**config.mk**
```make
export PLATFORM = sky130hd
export DESIGN_NAME = encoder_8to3_debounced
export DESIGN_NICKNAME = d
export VERILOG_FILES = /design/src/rtl/encoder_pkg.sv /design/src/rtl/sync_2ff.sv /design/src/rtl/encoder_8to3_debounced.sv
export SDC_FILE = /design/constraint.sdc
export NUM_CORES = 1
export LEC_CHECK = 0
export CORE_MARGIN = 2
export CORE_UTILIZATION = 50
export DETAILED_ROUTE_END_ITERATION = 10
export PLACE_DENSITY = 0.74
export SYNTH_ARGS = -nofsm -noshare
export SYNTH_HDL_FRONTEND = slang
export SYNTH_SLANG_ARGS = --single-unit
```
**constraint.sdc**
```tcl
create_clock -name clk -period 1.75 [get_ports clk]
set_input_delay 0.35 -clock clk [delete_from_list [all_inputs] [get_ports clk]]
set_output_delay 0.35 -clock clk [all_outputs]
set_load 0.05 [all_outputs]
```
**src/rtl/encoder_pkg.sv**
```systemverilog
// Shared definitions for the debounced 8-to-3 priority encoder:
// FSM state encoding, the default debounce length and the priority encoder.
package encoder_pkg;

    typedef enum logic [1:0] {
        IDLE     = 2'd0,
        DEBOUNCE = 2'd1,
        HOLD     = 2'd2,
        RELEASE  = 2'd3
    } state_t;

    localparam int DEFAULT_DEBOUNCE_CYCLES = 4;

    // Index of the highest set bit; bit 7 wins. Returns 0 for an all-zero
    // vector, which callers must never rely on.
    function automatic logic [2:0] prio_enc8(input logic [7:0] v);
        logic [2:0] idx;
        idx = 3'd0;
        for (int i = 0; i < 8; i++) begin
            if (v[i]) begin
                idx = i[2:0];
            end
        end
        return idx;
    endfunction

endpackage

```
**src/rtl/sync_2ff.sv**
```systemverilog
// Two-flop synchronizer for a bus of independent asynchronous lines.
// Each bit is synchronized on its own; no cross-bit coherence is implied.
module sync_2ff #(
    parameter int WIDTH = 8
) (
    input  logic             clk,
    input  logic             rst_n,
    input  logic [WIDTH-1:0] d,
    output logic [WIDTH-1:0] q
);

    logic [WIDTH-1:0] meta;

    // First stage may go metastable; second stage gives it a full cycle to settle.
    always_ff @(posedge clk or negedge rst_n) begin
        if (!rst_n) begin
            meta <= '0;
            q    <= '0;
        end else begin
            meta <= d;
            q    <= meta;
        end
    end

endmodule

```
**src/rtl/encoder_8to3_debounced.sv**
```systemverilog
// Debounced 8-to-3 priority encoder with a valid/ack handshake.
// Raw request lines are synchronized, the highest active line must stay the
// winner for DEBOUNCE_CYCLES samples, then its index is presented until the
// consumer acknowledges. A line that stays held never produces a second event.
module encoder_8to3_debounced
    import encoder_pkg::*;
#(
    parameter int DEBOUNCE_CYCLES = DEFAULT_DEBOUNCE_CYCLES,
    parameter int CNT_W           = 3
) (
    input  logic       clk,
    input  logic       rst_n,
    input  logic       en,
    input  logic [7:0] req,
    input  logic       ack,
    output logic [2:0] code,
    output logic       valid,
    output logic       busy
);

    localparam logic [CNT_W-1:0] CNT_LAST = CNT_W'(DEBOUNCE_CYCLES - 1);

    logic [7:0]       sreq;
    logic [2:0]       sreq_idx;
    logic             sreq_any;
    state_t           state;
    logic [2:0]       cand;
    logic [CNT_W-1:0] cnt;

    sync_2ff #(
        .WIDTH (8)
    ) u_sync (
        .clk   (clk),
        .rst_n (rst_n),
        .d     (req),
        .q     (sreq)
    );

    assign sreq_idx = prio_enc8(sreq);
    assign sreq_any = |sreq;

    // Main FSM; busy is updated together with every state change so it
    // always mirrors whether the state just entered is non-IDLE.
    always_ff @(posedge clk or negedge rst_n) begin
        if (!rst_n) begin
            state <= IDLE;
            cand  <= 3'd0;
            cnt   <= '0;
            code  <= 3'd0;
            valid <= 1'b0;
            busy  <= 1'b0;
        end else if (!en) begin
            state <= IDLE;
            cnt   <= '0;
            code  <= 3'd0;
            valid <= 1'b0;
            busy  <= 1'b0;
        end else begin
            case (state)
                IDLE: begin
                    if (sreq_any) begin
                        cand  <= sreq_idx;
                        cnt   <= '0;
                        state <= DEBOUNCE;
                        busy  <= 1'b1;
                    end else begin
                        busy  <= 1'b0;
                    end
                end
                DEBOUNCE: begin
                    if (!sreq_any || (sreq_idx != cand)) begin
                        cnt   <= '0;
                        state <= IDLE;
                        busy  <= 1'b0;
                    end else if (cnt == CNT_LAST) begin
                        code  <= cand;
                        valid <= 1'b1;
                        state <= HOLD;
                        busy  <= 1'b1;
                    end else begin
                        cnt   <= cnt + CNT_W'(1);
                    end
                end
                HOLD: begin
                    if (ack) begin
                        valid <= 1'b0;
                        state <= RELEASE;
                    end
                end
                RELEASE: begin
                    if (!sreq_any) begin
                        state <= IDLE;
                        busy  <= 1'b0;
                    end
                end
                default: begin
                    state <= IDLE;
                    cnt   <= '0;
                    valid <= 1'b0;
                    busy  <= 1'b0;
                end
            endcase
        end
    end

endmodule

```
==> flow_metrics.py, run 1 <==
metrics = {
    "pwr": {
        "static-leakage-power_nw": 0.6429,
        "p_int_mw": 1.133,
        "switching_share_pct": 23.90,
        "ir_drop_mv": 0.8524,
        "pwr-share-seq_pct": 50.0,
        "clockPowerShare_pct": 38.0,
        "power.total_mw": 1.489,
        "power_density_nw_per_um2": 1013,
        "p_comb_share_pct": 12.0,
        "p_switching_mw": 0.3558,
    },
    "outcome": {
        "outcome": "complete, no violations",
    },
    "route": {
        "drt-total-wl_um": 1947,
        "routed-via-count": 812,
        "drt-vias-per-instance": 5.239,
        "wl_per_cell_um": 12.56,
        "drt_iter0_markers": 29,
        "drc": 0,
        "detail-route-antenna-nets": 0,
        "firstDrtPassIters": 4,
    },
    "flow_run": {
        "maxCapViolations": 0,
    },
    "sta": {
        "hold_violations": 0,
        "skew_ns": 0.002037,
        "tightest_slew_ns": 0.3329,
        "min_period_over_period_pct": 95.95,
        "max_freq_ghz": 0.5956,
        "rsz0062_at_grt": "yes",
        "fin_crit_ns": 1.679,
        "final_max_slew_viol_count": 0,
        "worst_hold_slack_ns": 0.3526,
        "relSlewSlack_pct": 77.62,
        "setup_violations": 0,
        "tns_ns": 0,
    },
    "finish": {
        "multiInputGateArea_um2": 414.1,
        "nFillCells": 170,
        "final_nets": 140,
        "drive_above_1_share_pct": 21.26,
        "final_cell_area_um2": 1469,
        "n_antenna_cell": 0,
        "area_growth_pct": 26.92,
        "seqCellArea_um2": 726.9,
    },
    "floorplan": {
        "rows": 17,
        "start_util_pct": 52.83,
        "dieArea_um2": 2715,
        "ioPinCount": 17,
        "die_x_um": 52.11,
        "core_area_um2": 2191,
        "fp.dieH_um": 52.11,
    },
    "critical_path": {
        "cp.required_ns": 1.99,
        "cp-start-kind": "flip-flop",
        "crit_fanout": 5,
        "end_kind": "flip-flop",
        "arrival_ns": 1.92,
        "crit_type": "flip-flop to flip-flop",
    },
    "clock_network": {
        "clock_latency_ns": 0.32,
        "hold_buffers": 0,
        "cts_htree_levels": 2,
        "cts.sinks": 29,
        "cts_inserted_buffers": 5,
        "path_clk_slew_ns": 0.09,
        "cts_tree": "done",
        "cts_root_buffer": "clkbuf_4",
        "clockBufferDepth": 2,
    },
    "logic_synthesis": {
        "synth_cell_types": 27,
        "synth-warning-count": 0,
        "ys_async_sr_fraction_pct": 100.0,
        "yosysSeqAreaShare_pct": 62.70,
        "synth_cells": 100,
        "synth_ff_type": "dfrtp_1",
        "synth_area_per_cell_um2": 11.57,
        "ys_seq_elements": 29,
        "syn_nets": 114,
        "syn_area_um2": 1157,
        "synth-edff-count": 0,
    },
    "placement": {
        "dp_hpwl_um": 1400,
        "place_congestion": 0.7669,
        "place_area_um2": 1355,
        "port_buffers": 16,
    },
    "grt": {
        "grt_pass1_wl_um": 3249,
        "grt_max_degree": 30,
        "overflow": 0,
        "grt_usage_pct": 17.39,
        "grt_pass1_vias": 755,
        "antenna_found_initial": 0,
    },
    "min_path": {
        "hold_path.class": "flip-flop to flip-flop",
    },
}
registers in the layout (all words and copies together), names as in the netlist:
signal	flops
cand	3
cnt	3
code	3
state	2
u_sync.meta	8
valid	1
busy	1
u_sync.q	8
layout by cell type (no fill, tap or decap), types with 2 or more instances in the layout:
cell type,instances
dfrtp_1,28
ha_1,2
nand3_1,2
buf_4,10
inv_1,5
o22ai_1,4
nor2_1,7
mux2i_1,5
a21oi_1,4
nor2b_1,2
clkdlybuf4s50_1,11
o21ai_0,6
xor2_1,2
nand2_1,15
and2_1,2
clkbuf_4,5
worst paths after layout:
path | cells past startpoint | end | startpoint | slack [ns]
worst max-delay path | 5 | code[1]$_DFFE_PN0P_ | u_sync.q[5]$_DFF_PN0_ | 0.07
min in group asynchronous | 2 | code[2]$_DFFE_PN0P_ | rst_n | 0.40
worst min register to register | 0 | u_sync.q[3]$_DFF_PN0_ | u_sync.meta[3]$_DFF_PN0_ | 0.35
worst max register to register | 5 | code[1]$_DFFE_PN0P_ | u_sync.q[5]$_DFF_PN0_ | 0.07
worst min-delay path | 0 | u_sync.q[3]$_DFF_PN0_ | u_sync.meta[3]$_DFF_PN0_ | 0.35
max in group asynchronous | 2 | u_sync.q[5]$_DFF_PN0_ | rst_n | 1.08
cell families (layout without fill, tap and decap cells):
logic type,Yosys count,count (layout),share of synthesized area (%)
xor gates and xnor gates,2,2,1.514
muxes,6,6,5.297
AOI/OAI and AO/OA,21,21,10.70
adders and majority gates,2,2,2.162
buffers and inverters,7,34,2.919
and+or+nand+nor,33,33,14.70
DFF,29,29,62.70
metal layers:
layer,vias to the layer above,share of wire [%],GRT usage (%)
met2,22,50,26.16
met1,391,45,21.43
met5,-,0,0
met4,0,0.41,7.895
met3,2,4.6,7.759
li1,397,-,-
timing repair:
item                       in CTS  in global routing
resized for setup               1                  4
setup endpoints to repair       1                  7
hold endpoints to repair        0                  0
pin swaps                       0                  4
buffers inserted                0                  1
cloned                          0                  0
final cells by class:
| type | count | area share [%] |
|---|---|---|
| repair buffers | 21 | 12.61 |
| clock inverters | 2 | 2.555 |
| multi-input cells | 64 | 28.19 |
| inverters | 5 | 1.278 |
| clock buffers | 6 | 3.492 |
| well taps | 28 | 2.385 |
| flip-flops and latches | 29 | 49.49 |
synthesized netlist by cell type (2+ instances only):
cell type	count	area, um2
dfrtp_1	29	725.7
nand2_1	15	56.30
nor2_1	7	26.28
o21ai_0	6	30.03
a21oi_1	5	25.02
inv_1	5	18.77
mux2i_1	5	50.05
o22ai_1	4	25.02
and2_1	2	12.51
ha_1	2	25.02
nand3_1	2	10.01
nor2b_1	2	12.51
xor2_1	2	17.52
worst max-delay path, cell delays in order (launching register included):
cell and delay (ns):
dfrtp_2 0.45, o31ai_2 0.33, xor2_1 0.12, nor2_2 0.22, and3_2 0.29, mux2i_1 0.20
stage by stage:
stage | instances | setup WS (ns) | util (%)
after floorplan | 100 | 0.1488 | -
after global placement | 146 | 0.09080 | 61.85
after detailed placement | 146 | 0.01544 | 61.85
after CTS | 154 | 0.03392 | 66.13
after global routing | 155 | -0.08311 | 67.05
final | 155 | 0.07092 | 67.05
power by group through the flow:
stage / Sequential (mW) / Combinational [mW] / Clock [mW]
2_1_floorplan: 0.762 / 0.0772 / 0
3_3_place_gp: 0.756 / 0.158 / 0
3_5_place_dp: 0.757 / 0.165 / 0
4_1_cts: 0.744 / 0.167 / 0.588
5_1_grt: 0.750 / 0.200 / 0.627
6_report: 0.745 / 0.178 / 0.566
No activity file was read; power rests on OpenSTA's default activity.
==> inputs of run 2 (changes only) <==
==> constraint.sdc (replaced) <==
create_clock -name clk -period 1.55 [get_ports clk]
set_input_delay 0.31 -clock clk [delete_from_list [all_inputs] [get_ports clk]]
set_output_delay 0.31 -clock clk [all_outputs]
set_load 0.05 [all_outputs]
==> run 2 against run 1 <==
  * The flow now finishes with violations (setup timing)
  * Clock skew is 0.011 ns higher
  * First-iteration DRC count is 41% lower
  * Via count is 8.4% higher
  * Combinational power is 51% higher
  * Hold slack worse by 0.0013 ns
  * Cell area is 12% higher
  * Sequential power is 14% higher
  * Cell count is 6.5% higher
  * Wire length is 30% higher
  * Critical path type unchanged
  * Largest cell class unchanged
==> flow_metrics.py, run 2 (synthesis gave the netlist of run 1 again) <==
metrics = {
    "outcome": {
        "outcome": "complete, but fails checks",
        "violations": "setup timing",
    },
    "pwr": {
        "power.total_mw": 1.606,
        "pwr-share-seq_pct": 53.0,
        "switching_share_pct": 27.78,
        "p_comb_share_pct": 16.7,
        "power_density_nw_per_um2": 979.7,
        "p_int_mw": 1.160,
        "p_switching_mw": 0.4460,
        "clockPowerShare_pct": 30.3,
        "static-leakage-power_nw": 0.7087,
        "ir_drop_mv": 0.8447,
    },
    "placement": {
        "port_buffers": 16,
        "place_ws_ns": -0.1864,
        "place_congestion": 0.8390,
        "place_area_um2": 1478,
        "dp_hpwl_um": 1563,
    },
    "grt": {
        "grt_pass1_wl_um": 4036,
        "grt_pass1_vias": 912,
        "antenna_found_initial": 0,
        "grt_usage_pct": 21.26,
        "grt_max_degree": 30,
        "overflow": 0,
    },
    "critical_path": {
        "end_kind": "flip-flop",
        "cp-start-kind": "flip-flop",
        "arrival_ns": 1.96,
        "reg2reg_from": "u_sync.q[2]$_DFF_PN0_",
        "r2r_cells": 7,
        "crit_type": "flip-flop to flip-flop",
        "r2r-end": "cnt[0]$_DFFE_PN0P_",
        "crit_fanout": 4,
        "cp.required_ns": 1.80,
        "rrSetupSlack_ns": -0.16,
    },
    "floorplan": {
        "core_area_um2": 2191,
        "fp.dieH_um": 52.11,
        "ioPinCount": 17,
        "start_util_pct": 52.83,
        "die_x_um": 52.11,
        "dieArea_um2": 2715,
        "rows": 17,
    },
    "sta": {
        "setup_violations": 10,
        "final_max_slew_viol_count": 0,
        "skew_ns": 0.01330,
        "hold_violations": 0,
        "min_period_over_period_pct": 110.3,
        "tightest_slew_ns": 0.3506,
        "setup_ws_ns": -0.1594,
        "tns_ns": -0.8389,
        "worst_hold_slack_ns": 0.3514,
        "fin_crit_ns": 1.709,
        "relSlewSlack_pct": 76.63,
        "rsz0062_at_grt": "yes",
        "max_freq_ghz": 0.5850,
    },
    "route": {
        "detail-route-antenna-nets": 0,
        "drt_iter0_markers": 17,
        "drt-total-wl_um": 2527,
        "drc": 0,
        "firstDrtPassIters": 4,
        "drt-vias-per-instance": 5.333,
        "routed-via-count": 880,
        "wl_per_cell_um": 15.32,
    },
    "clock_network": {
        "hold_buffers": 0,
        "cts_htree_levels": 2,
        "cts_inserted_buffers": 5,
        "cts_tree": "done",
        "cts.sinks": 29,
        "path_clk_slew_ns": 0.10,
        "clockBufferDepth": 2,
        "clock_latency_ns": 0.33,
        "cts_root_buffer": "clkbuf_4",
    },
    "finish": {
        "drive_above_1_share_pct": 32.12,
        "final_cell_area_um2": 1639,
        "n_antenna_cell": 0,
        "nFillCells": 140,
        "final_nets": 150,
        "mostFrequentLayoutCells": "28 x dfrtp_1, 15 x nand2_1, 13 x buf_4",
        "largestRegisters": "u_sync.meta x8, u_sync.q x8",
        "area_growth_pct": 41.62,
        "layout_commonest_cell": "dfrtp_1",
    },
    "flow_run": {
        "maxCapViolations": 0,
    },
    "min_path": {
        "hold_path.class": "input pin to async pin",
    },
}
[run 2: changes by cell type in the layout (fill, tap and decap cells not counted), sizes merged]
cell	previous run	this run
bufinv	1	0
clkinv	0	2
buf	10	20
clkinvlp	1	0
[run 2: timing repair]
action,in CTS,in global routing
gates resized for setup,11,7
pin swaps,6,1
gates cloned,0,0
buffers inserted,2,1
setup endpoints to repair,10,12
[run 2: final cells by class]
class                   count  area (um2)  area share [%]
flip-flops and latches     29       726.9           44.35
clock buffers               6       51.30           3.130
multi-input cells          64       462.9           28.24
repair buffers             31       330.3           20.15
clock inverters             2       13.76          0.8397
inverters                   5       18.77           1.145
well taps                  28       35.03           2.137
[run 2: metal layers]
layer / GRT usage (%) / up-vias / share of wire, % / wire length, um
li1: - / 418 / - / -
met1: 25.34 / 429 / 42 / 1071
met2: 35.02 / 26 / 51 / 1286
met3: 6.034 / 7 / 4.8 / 122
met4: 10.53 / 0 / 1.9 / 47
met5: 0 / - / 0 / 0
[run 2: power by group through the flow]
stage	logic, mW	registers, mW	clock network, mW
3_5_place_dp	0.233	0.856	0
2_1_floorplan	0.0870	0.860	0
6_report	0.269	0.851	0.486
5_1_grt	0.288	0.860	0.532
3_3_place_gp	0.221	0.855	0
4_1_cts	0.247	0.846	0.491
[run 2: worst max-delay path, stage by stage (launching register included)]
cell	delay, ns
dfrtp_1	0.44
nor2_1	0.22
o31ai_4	0.09
xor2_1	0.16
nor2_2	0.19
buf_4	0.15
nand4_1	0.17
o22ai_1	0.22
[run 2: per-stage QoR]
stage | instances | util (%)
after floorplan | 100 | -
after global placement | 154 | 67.45
after detailed placement | 154 | 67.45
after CTS | 164 | 72.99
after global routing | 165 | 74.81
final | 165 | 74.81
[run 2: worst max path at each step]
| stage | from | to | slack (ns) | cells after the start |
|---|---|---|---|---|
| floorplan | u_sync.q[7]$_DFF_PN0_ | state[1]$_DFFE_PN0P_ | -0.04 | 6 |
| global placement | u_sync.q[4]$_DFF_PN0_ | code[0]$_DFFE_PN0P_ | -0.13 | 5 |
| detailed placement | u_sync.q[4]$_DFF_PN0_ | code[1]$_DFFE_PN0P_ | -0.19 | 5 |
| CTS | u_sync.q[7]$_DFF_PN0_ | cnt[2]$_DFFE_PN0P_ | -0.09 | 6 |
| global route | u_sync.q[7]$_DFF_PN0_ | cnt[2]$_DFFE_PN0P_ | -0.22 | 6 |
| finish | u_sync.q[2]$_DFF_PN0_ | cnt[0]$_DFFE_PN0P_ | -0.16 | 7 |
